<file path="src/rtl/axis_frame_check_pkg.sv">
// Shared video constants for the AXI4-Stream frame checker:
// error bit positions, FSM state encodings and the pixel-to-checksum helper.
`timescale 1ns/1ps
package axis_frame_check_pkg;

    localparam int ERR_PRE_SOF   = 0;
    localparam int ERR_LINE_LEN  = 1;
    localparam int ERR_EARLY_SOF = 2;
    localparam int ERR_TIMEOUT   = 3;
    localparam int ERR_W         = 4;

    localparam logic [0:0] ST_IDLE   = 1'b0;
    localparam logic [0:0] ST_ACTIVE = 1'b1;

    typedef logic [ERR_W-1:0] err_t;

    function automatic logic [31:0] pixelWord(input logic [23:0] pix);
        return {8'h00, pix};
    endfunction

endpackage

</file>
<file path="src/rtl/axis_frame_check.sv">
// Checks incoming AXI4-Stream video frames for geometry, SOF placement and stalls,
// and reports per-frame line count, pixel checksum and error bits.
`timescale 1ns/1ps
module axis_frame_check
    import axis_frame_check_pkg::*;
#(
    parameter int ACTIVE_W = 1920,
    parameter int ACTIVE_H = 1080,
    parameter int TIMEOUT  = 4096
) (
    input  logic        clk_in,
    input  logic        reset,
    input  logic [23:0] s_tdata,
    input  logic        s_tvalid,
    output logic        s_tready,
    input  logic        s_tuser,
    input  logic        s_tlast,
    output logic        frame_done,
    output logic        frame_ok,
    output logic [3:0]  frame_err,
    output logic [15:0] frame_lines,
    output logic [31:0] frame_sum,
    output logic [15:0] frame_cnt
);

    localparam int          TW  = $clog2(TIMEOUT + 1);
    localparam logic [15:0] W16 = 16'(ACTIVE_W);
    localparam logic [15:0] H16 = 16'(ACTIVE_H);
    localparam logic [TW-1:0] TO = TW'(TIMEOUT);

    logic          readyQ;
    logic [0:0]    stateQ, stateD;
    logic [15:0]   pixQ, pixD;
    logic [15:0]   lineQ, lineD;
    logic [31:0]   sumQ, sumD;
    err_t          pendQ, pendD;
    logic [TW-1:0] idleQ, idleD;

    logic          doneQ, okQ;
    err_t          errQ;
    logic [15:0]   linesQ, cntQ;
    logic [31:0]   sumOutQ;

    logic          beat, openNew, closeEn;
    err_t          closeErr;
    logic [15:0]   closeLines;
    logic [31:0]   closeSum;

    assign s_tready = readyQ & ~reset;
    assign beat     = s_tvalid & s_tready;

    // An SOF beat (in IDLE, or early in ACTIVE) is handled before its tlast,
    // so a single beat may both open a frame and terminate its first line.
    always_comb begin
        stateD     = stateQ;
        pixD       = pixQ;
        lineD      = lineQ;
        sumD       = sumQ;
        pendD      = pendQ;
        idleD      = '0;
        openNew    = 1'b0;
        closeEn    = 1'b0;
        closeErr   = pendQ;
        closeLines = lineQ;
        closeSum   = sumQ;

        if (stateQ == ST_IDLE) begin
            if (beat) begin
                if (s_tuser) begin
                    openNew = 1'b1;
                end else begin
                    pendD[ERR_PRE_SOF] = 1'b1;
                end
            end
        end else if (beat) begin
            if (s_tuser) begin
                closeEn                 = 1'b1;
                closeErr[ERR_EARLY_SOF] = 1'b1;
                pendD                   = '0;
                openNew                 = 1'b1;
            end else begin
                pixD = pixQ + 16'd1;
                sumD = sumQ + pixelWord(s_tdata);
            end
        end else begin
            idleD = idleQ + TW'(1);
            if (idleD == TO) begin
                closeEn               = 1'b1;
                closeErr[ERR_TIMEOUT] = 1'b1;
                stateD                = ST_IDLE;
                pendD                 = '0;
                idleD                 = '0;
            end
        end

        if (openNew) begin
            stateD                             = ST_ACTIVE;
            pixD                               = 16'd1;
            lineD                              = 16'd0;
            sumD                               = pixelWord(s_tdata);
            pendD[ERR_TIMEOUT:ERR_LINE_LEN]    = '0;
        end

        if (beat && (stateD == ST_ACTIVE) && s_tlast) begin
            if (pixD != W16) begin
                pendD[ERR_LINE_LEN] = 1'b1;
            end
            lineD = lineD + 16'd1;
            pixD  = 16'd0;
            if (lineD == H16) begin
                closeEn    = 1'b1;
                closeErr   = pendD;
                closeLines = lineD;
                closeSum   = sumD;
                stateD     = ST_IDLE;
                pendD      = '0;
            end
        end else if (beat && (stateD == ST_ACTIVE) && (pixD == W16)) begin
            pendD[ERR_LINE_LEN] = 1'b1;
        end
    end

    // Report registers are loaded on the closing edge, so they appear one cycle after it.
    always_ff @(posedge clk_in) begin
        if (reset) begin
            readyQ  <= 1'b0;
            stateQ  <= ST_IDLE;
            pixQ    <= '0;
            lineQ   <= '0;
            sumQ    <= '0;
            pendQ   <= '0;
            idleQ   <= '0;
            doneQ   <= 1'b0;
            okQ     <= 1'b0;
            errQ    <= '0;
            linesQ  <= '0;
            sumOutQ <= '0;
            cntQ    <= '0;
        end else begin
            readyQ <= 1'b1;
            stateQ <= stateD;
            pixQ   <= pixD;
            lineQ  <= lineD;
            sumQ   <= sumD;
            pendQ  <= pendD;
            idleQ  <= idleD;
            doneQ  <= closeEn;
            if (closeEn) begin
                errQ    <= closeErr;
                okQ     <= (closeErr == '0);
                linesQ  <= closeLines;
                sumOutQ <= closeSum;
                if (closeErr == '0) begin
                    cntQ <= cntQ + 16'd1;
                end
            end
        end
    end

    assign frame_done  = doneQ;
    assign frame_ok    = okQ;
    assign frame_err   = errQ;
    assign frame_lines = linesQ;
    assign frame_sum   = sumOutQ;
    assign frame_cnt   = cntQ;

endmodule
</file>
<file path="config.mk">
export PLATFORM = sky130hd
export DESIGN_NAME = axis_frame_check
export DESIGN_NICKNAME = d
export VERILOG_FILES = /design/src/rtl/axis_frame_check_pkg.sv /design/src/rtl/axis_frame_check.sv
export SDC_FILE = /design/constraint.sdc
export NUM_CORES = 1
export LEC_CHECK = 0
export CAP_MARGIN = 20
export CORE_UTILIZATION = 30
export CTS_CLUSTER_DIAMETER = 50
export DETAILED_ROUTE_END_ITERATION = 10
export MAX_ROUTING_LAYER = met4
export PLACE_DENSITY = 0.45
export SLEW_MARGIN = 20
export SYNTH_ARGS = -nofsm -noshare
export SYNTH_HDL_FRONTEND = slang
export SYNTH_SLANG_ARGS = --single-unit
</file>
<file path="constraint.sdc">
create_clock -name clk_in -period 11.5 [get_ports clk_in]
set_input_delay 1.725 -clock clk_in [delete_from_list [all_inputs] [get_ports clk_in]]
set_output_delay 1.725 -clock clk_in [all_outputs]
set_load 0.01 [all_outputs]
</file>
[Word-level counts from Yosys, hierarchy flattened]
Index checks and enable logic that the tools add are counted.
Operators by class
  $lt $le $gt $ge: 0
  equality and inequality tests: 4
  div/mod/pow operators: 0
  shifts and indexed selects: 0
  multiplexer cells: 49
  multipliers: 0
  reduce and logical (&&, ||, !) cells: 7
  bitwise operators: 4
  add/subtract/negate cells: 5
Operators by type and width (count)
  $mux 32: 6
  $mux 16: 8
  $add 16x1->16 const B: 3
  $add 32x24->32: 1
  $eq 16x11->1 const B: 2
  $mux 1: 25
  $mux 4: 6
  $ne 16x11->1 const B: 1
  $add 13x1->13 const B: 1
  $eq 13x13->1 const B: 1
  $mux 3: 2
  $logic_not 4->1: 1
  $mux 2: 2
  $reduce_or 4->1: 1
  $logic_and 1x1->1: 3
  $and 1x1->1: 2
  $not 1->1: 2
  $reduce_and 2->1: 1
  $reduce_or 2->1: 1
Storage, ports and cells
  logic and storage cells: 82
  memory bits (read-only): 0
  output and inout bits: 71
  memories kept: 0
  input bits: 29
  flip-flop bits (word level): 153
  memory bits (writable): 0
  bits in latches: 0

[Logic depth before layout (Yosys ltp)]
  depth in word-level cells: 12
  gate-level depth with buffers: 16
  mapped depth without buffers: 12

[Least setup slack after synthesis]
Ideal clock, no wire load.
  kind: input port to flip-flop
  from: input port reset
  to: register cntQ[15] (netlist: frame_cnt[15])
  path buffers: 4
  required time: 11377 ps
  stages on the path: 15
  slack: 6614 ps
  data arrival time: 4763 ps
  path through: nand4b_2 clkbuf_1 clkbuf_1 and2_1 ha_1 and2_1 clkbuf_1 nand4_1 mux2i_1 nand2b_1 a2111oi_4 nand3_2 buf_6 nor4_1 mux2_1
On the way
  cells in the longest elaborated chain, start to end: 12
Ends and longest elaborated chain
  start, declared: RTL line axis_frame_check.sv:12  | input logic reset,
  parallel branches: the longest is 12 deep, another holds $add 16x1->16
  end signal, assigned: RTL line axis_frame_check.sv:154  | cntQ <= cntQ + 16'd1;
  end, declared: RTL line axis_frame_check.sv:41  | logic [15:0] linesQ, cntQ;
Parallel ways; which one is timed is not known.
A chain may end at the register's enable or synchronous reset.

[Worst setup path after layout]
  from: input port s_tuser
  to: register cntQ[5] (netlist: frame_cnt[5])
On the way
  cells in the longest elaborated chain, start to end: 10
Ends and longest elaborated chain
  start, declared: RTL line axis_frame_check.sv:16  | input logic s_tuser,
  parallel branches: the longest is 9 deep, another holds $add 16x1->16
  $reduce_and 2->1 (no line) *
Mark *: on every way between the ends.

==> run summary <==
* **width of the die** 173.3 um
* **number of instances in the synthesized netlist** 1092
* **Worst-Margin Slew** 0.8381 ns
* **run status** finished, final reports clean
* **clock tree from TritonCTS** done
* **fraction of the mapped netlist area in compound gates** 20.25%
* **element type at the critical path end** flop
* **Post-Synth Adder-Cell Area** 4.209%
* **largest net degree at the start of global routing** 53
* **combined area of all synthesized cells** 8798 um^2
* **area of the core region** 28780 um^2
* **number of hold buffers added after CTS** 0
* **part of the power in registers** 44.1%
* **fill cell instance count of the final layout** 2996
* **crit path max fanout** 35
* **post-cts repair resize count** 0
* **deepest level of the CTS H-tree** 4
* **Setup Crit Path Kind** input port to flop
* **Final TNS setup** 0 ns
* **number of buffers added for setup after CTS** 0
* **Placement Setup Slack** 5.479 ns
* **Hold Path Cell Cnt** 2
* **worst-case headroom to the max-slew limit** 44.13%
* **clock network latency to the later pin of the worst-skew pair** 0.43 ns
* **fraction of synthesized cell area taken by the top area cell type** 34.81%
* **weighted congestion at the end of routability-driven global placement** 0.8035
* **number of cells traversed by the worst register-to-register path** 13
* **clock buffer depth** 2
* **clk sinks** 153
* **Net Sw Frac** 24.35%
* **Setup Skew** 0.01307 ns
* **cell type contributing the most total cell area after synthesis** sky130_fd_sc_hd__dfxtp_1
* **Async S/R FF share, synth** 0%
* **drt drc** 0
* **Root Buffer Master** sky130_fd_sc_hd__clkbuf_16
* **Synthesized Nets** 1150
* **antenna violations before repair** 0
* **Pins Over Slew Limit** 0
* **overall track demand over capacity in global routing** 18.27%
* **Post-Route Hold Slack** 0.4553 ns
* **vias in the first global route** 7640
* **initial core utilization** 30.57%
* **count of vias placed by the detailed router** 8136
* **achievable clock frequency** 185.7 MHz
* **post-synthesis area per instance** 8.057 um^2
* **overall routed net length** 26.48 mm
* **post-layout minimum cycle time** 5.386 ns
* **power density over cell area** 114.1 nW/um^2
* **site row count** 62
* **relative contribution of combinational cells to total power** 7.2%
* **fraction of power consumed by the clock network** 48.6%
* **Final period util** 46.84%
* **EDFF count, synth** 0
* **number of buffers inserted during clock tree synthesis** 17
* **commonest register cell after synthesis** sky130_fd_sc_hd__dfxtp_1
* **unique cell type count in the Yosys netlist** 78
* **clock edge transition at the registers on the reported setup and hold paths** 0.06 ns
* **setup slack after layout** 6.114 ns
* **total congestion overflow** 0
* **WP data required** 11.82 ns
* **category of the worst setup path launch point** input port
* **total of endpoints with negative setup slack in the final report** 0
* **Die Footprint** 30020 um^2
* **leak pwr** 3.682 nW
* **RSZ-0062 raised after global routing** false
* **Final HPWL DP** 18.15 mm
* **# diodes** 0
* **multiplexer fraction of the synthesized cell area** 6.271%
* **combinational family with the most area after synthesis** simple AND/OR/NAND/NOR gates
* **Pint** 0.0009224 W
* **global-route wire length before repair** 42.50 mm
* **number of nets in the finished design** 1210
* **post-synthesis simple-gate area fraction** 26.05%
* **layout-stage area growth over the synthesis result** 21.46%
* **post-detailed-route via-to-cell ratio** 5.252
* **Detailed Route Iter0 Violations** 401
* **count of nets left with antenna violations after detail routing** 0
* **number of violations of the max-capacitance limit** 0
* **height of the die** 173.3 um
* **average detailed-routed wire length per instance** 17.09 um
* **xor and xnor area share after synthesis** 4.081%
* **Max rail drop VDD** 0.00007681 V
* **IO Count** 100
* **fraction of final layout cells with drive strength greater than 1** 6.609%
* **register bit total from synthesis** 153
* **dominant cells by area after synthesis** sky130_fd_sc_hd__dfxtp_1 35%, sky130_fd_sc_hd__nand2_1 4.9%, sky130_fd_sc_hd__nor2_1 4.9%, sky130_fd_sc_hd__a21oi_1 4.2%, sky130_fd_sc_hd__mux2i_1 4.1%
* **Inst Count DP** 1516
* **count of placed standard cells in the final layout, fillers left out** 1549
* **Hold Violations, Final** 0
* **arrival time reported for the critical path endpoint** 5.70 ns
* **part of the Yosys area used for sequential elements** 34.81%
* **drt pass-1 iters** 4
* **PortBufs** 99
* **warnings from Yosys** 0
* **classification of the worst-slack hold path** flop to flop
* **sw power** 0.0002970 W
## synth_stat cells, drive strengths merged, types with 6 or more instances
cell	n
or4	8
o21a	7
a21oi	74
nand2b	14
dfxtp	153
nand2	114
a211oi	28
a2bb2oi	6
xor2	20
inv	18
nor4	20
nor2	114
and2	9
a21o	11
xnor2	21
o31ai	9
and3	24
or2	6
clkbuf	40
nor2b	12
o22ai	7
ha	28
nor3	32
o21ai	55
nand3	43
or3	11
mux2	17
o211ai	10
a31oi	18
nand4	25
mux2i	36
buf	31
## metal layers
layer | vias to the layer above | track usage, % | share of wire (%)
met4 | 0 | 4.167 | 1.0
met5 | - | - | 0
li1 | 4128 | - | -
met1 | 3843 | 24.19 | 50
met2 | 145 | 29.32 | 46
met3 | 20 | 2.675 | 3.1
## worst max-delay path, stage by stage
cell and delay [ns]:
sky130_fd_sc_hd__clkdlybuf4s50_1 0.54, sky130_fd_sc_hd__nand4b_2 0.16, sky130_fd_sc_hd__buf_4 0.39, sky130_fd_sc_hd__nand2_1 0.18
sky130_fd_sc_hd__inv_1 0.09, sky130_fd_sc_hd__ha_1 0.20, sky130_fd_sc_hd__and2_1 0.27, sky130_fd_sc_hd__nand4_1 0.15
sky130_fd_sc_hd__mux2i_1 0.19, sky130_fd_sc_hd__nand2b_1 0.12, sky130_fd_sc_hd__a2111oi_4 0.42, sky130_fd_sc_hd__nand3_2 0.46
sky130_fd_sc_hd__nor4_1 0.41, sky130_fd_sc_hd__mux2_2 0.37
## sequential cells by signal (all words and copies together) (netlist names)
| name | cells |
|---|---|
| lineQ | 16 |
| frame_cnt | 16 |
| frame_err | 4 |
| pixQ | 16 |
| frame_sum | 32 |
| frame_lines | 16 |
| frame_ok | 1 |
| idleQ | 13 |
| readyQ | 1 |
| sumQ | 32 |
| pendQ | 4 |
| stateQ | 1 |
| frame_done | 1 |
## per-stage QoR
stage          total power [W]  utilization, %  area, um^2
6_report              0.001219           37.13       10690
3_5_place_dp         0.0006380           34.95       10060
4_1_cts               0.001236           37.05       10660
5_1_grt               0.001268           37.13       10690
3_3_place_gp         0.0006382           34.95       10060
2_1_floorplan        0.0006051               -        8798
## cell type report
cell class | count | area, um^2 | area share [%]
tap | 384 | 480.5 | 4.496
clock buffer | 22 | 464.2 | 4.344
clock inverter | 10 | 141.4 | 1.323
inverter | 18 | 67.56 | 0.6322
sequential | 153 | 3063 | 28.66
multi-input combinational | 850 | 5379 | 50.33
timing repair buffer | 112 | 1091 | 10.21
## power groups by stage
stage	Sequential (W)	Combinational, W	Clock, W
detailed placement	0.000550	0.0000880	0
finish	0.000538	0.0000882	0.000593
global placement	0.000550	0.0000882	0
global route	0.000538	0.0000981	0.000632
floorplan	0.000548	0.0000569	0
CTS	0.000538	0.0000884	0.000610
## cells by family (layout without fill, tap and decap cells)
family,count (synthesis),after routing
buf+inv,89,162
flops,153,153
fa+ha+maj,29,29
compound gates,272,272
xor+xnor,41,41
simple gates,455,455
mux,53,53
## final timing paths
check             startpoint  slack, ns               to
max                  s_tuser       6.11     frame_cnt[5]
min reg2reg  frame_lines[12]       0.46  frame_lines[12]
min          frame_lines[12]       0.46  frame_lines[12]
max reg2reg           readyQ       7.61     frame_cnt[5]
## cells in the final DEF, fill, tap and decap left out, drive strengths merged, types with 22 or more instances in the layout
cell	count
nor2	114
nand3	43
mux2i	36
clkdlybuf4s50	98
dfxtp	153
nand4	25
o21ai	55
ha	28
a21oi	74
a211oi	28
and3	24
nor3	32
nand2	114
clkbuf	22
Power figures use the tool's default switching activity.
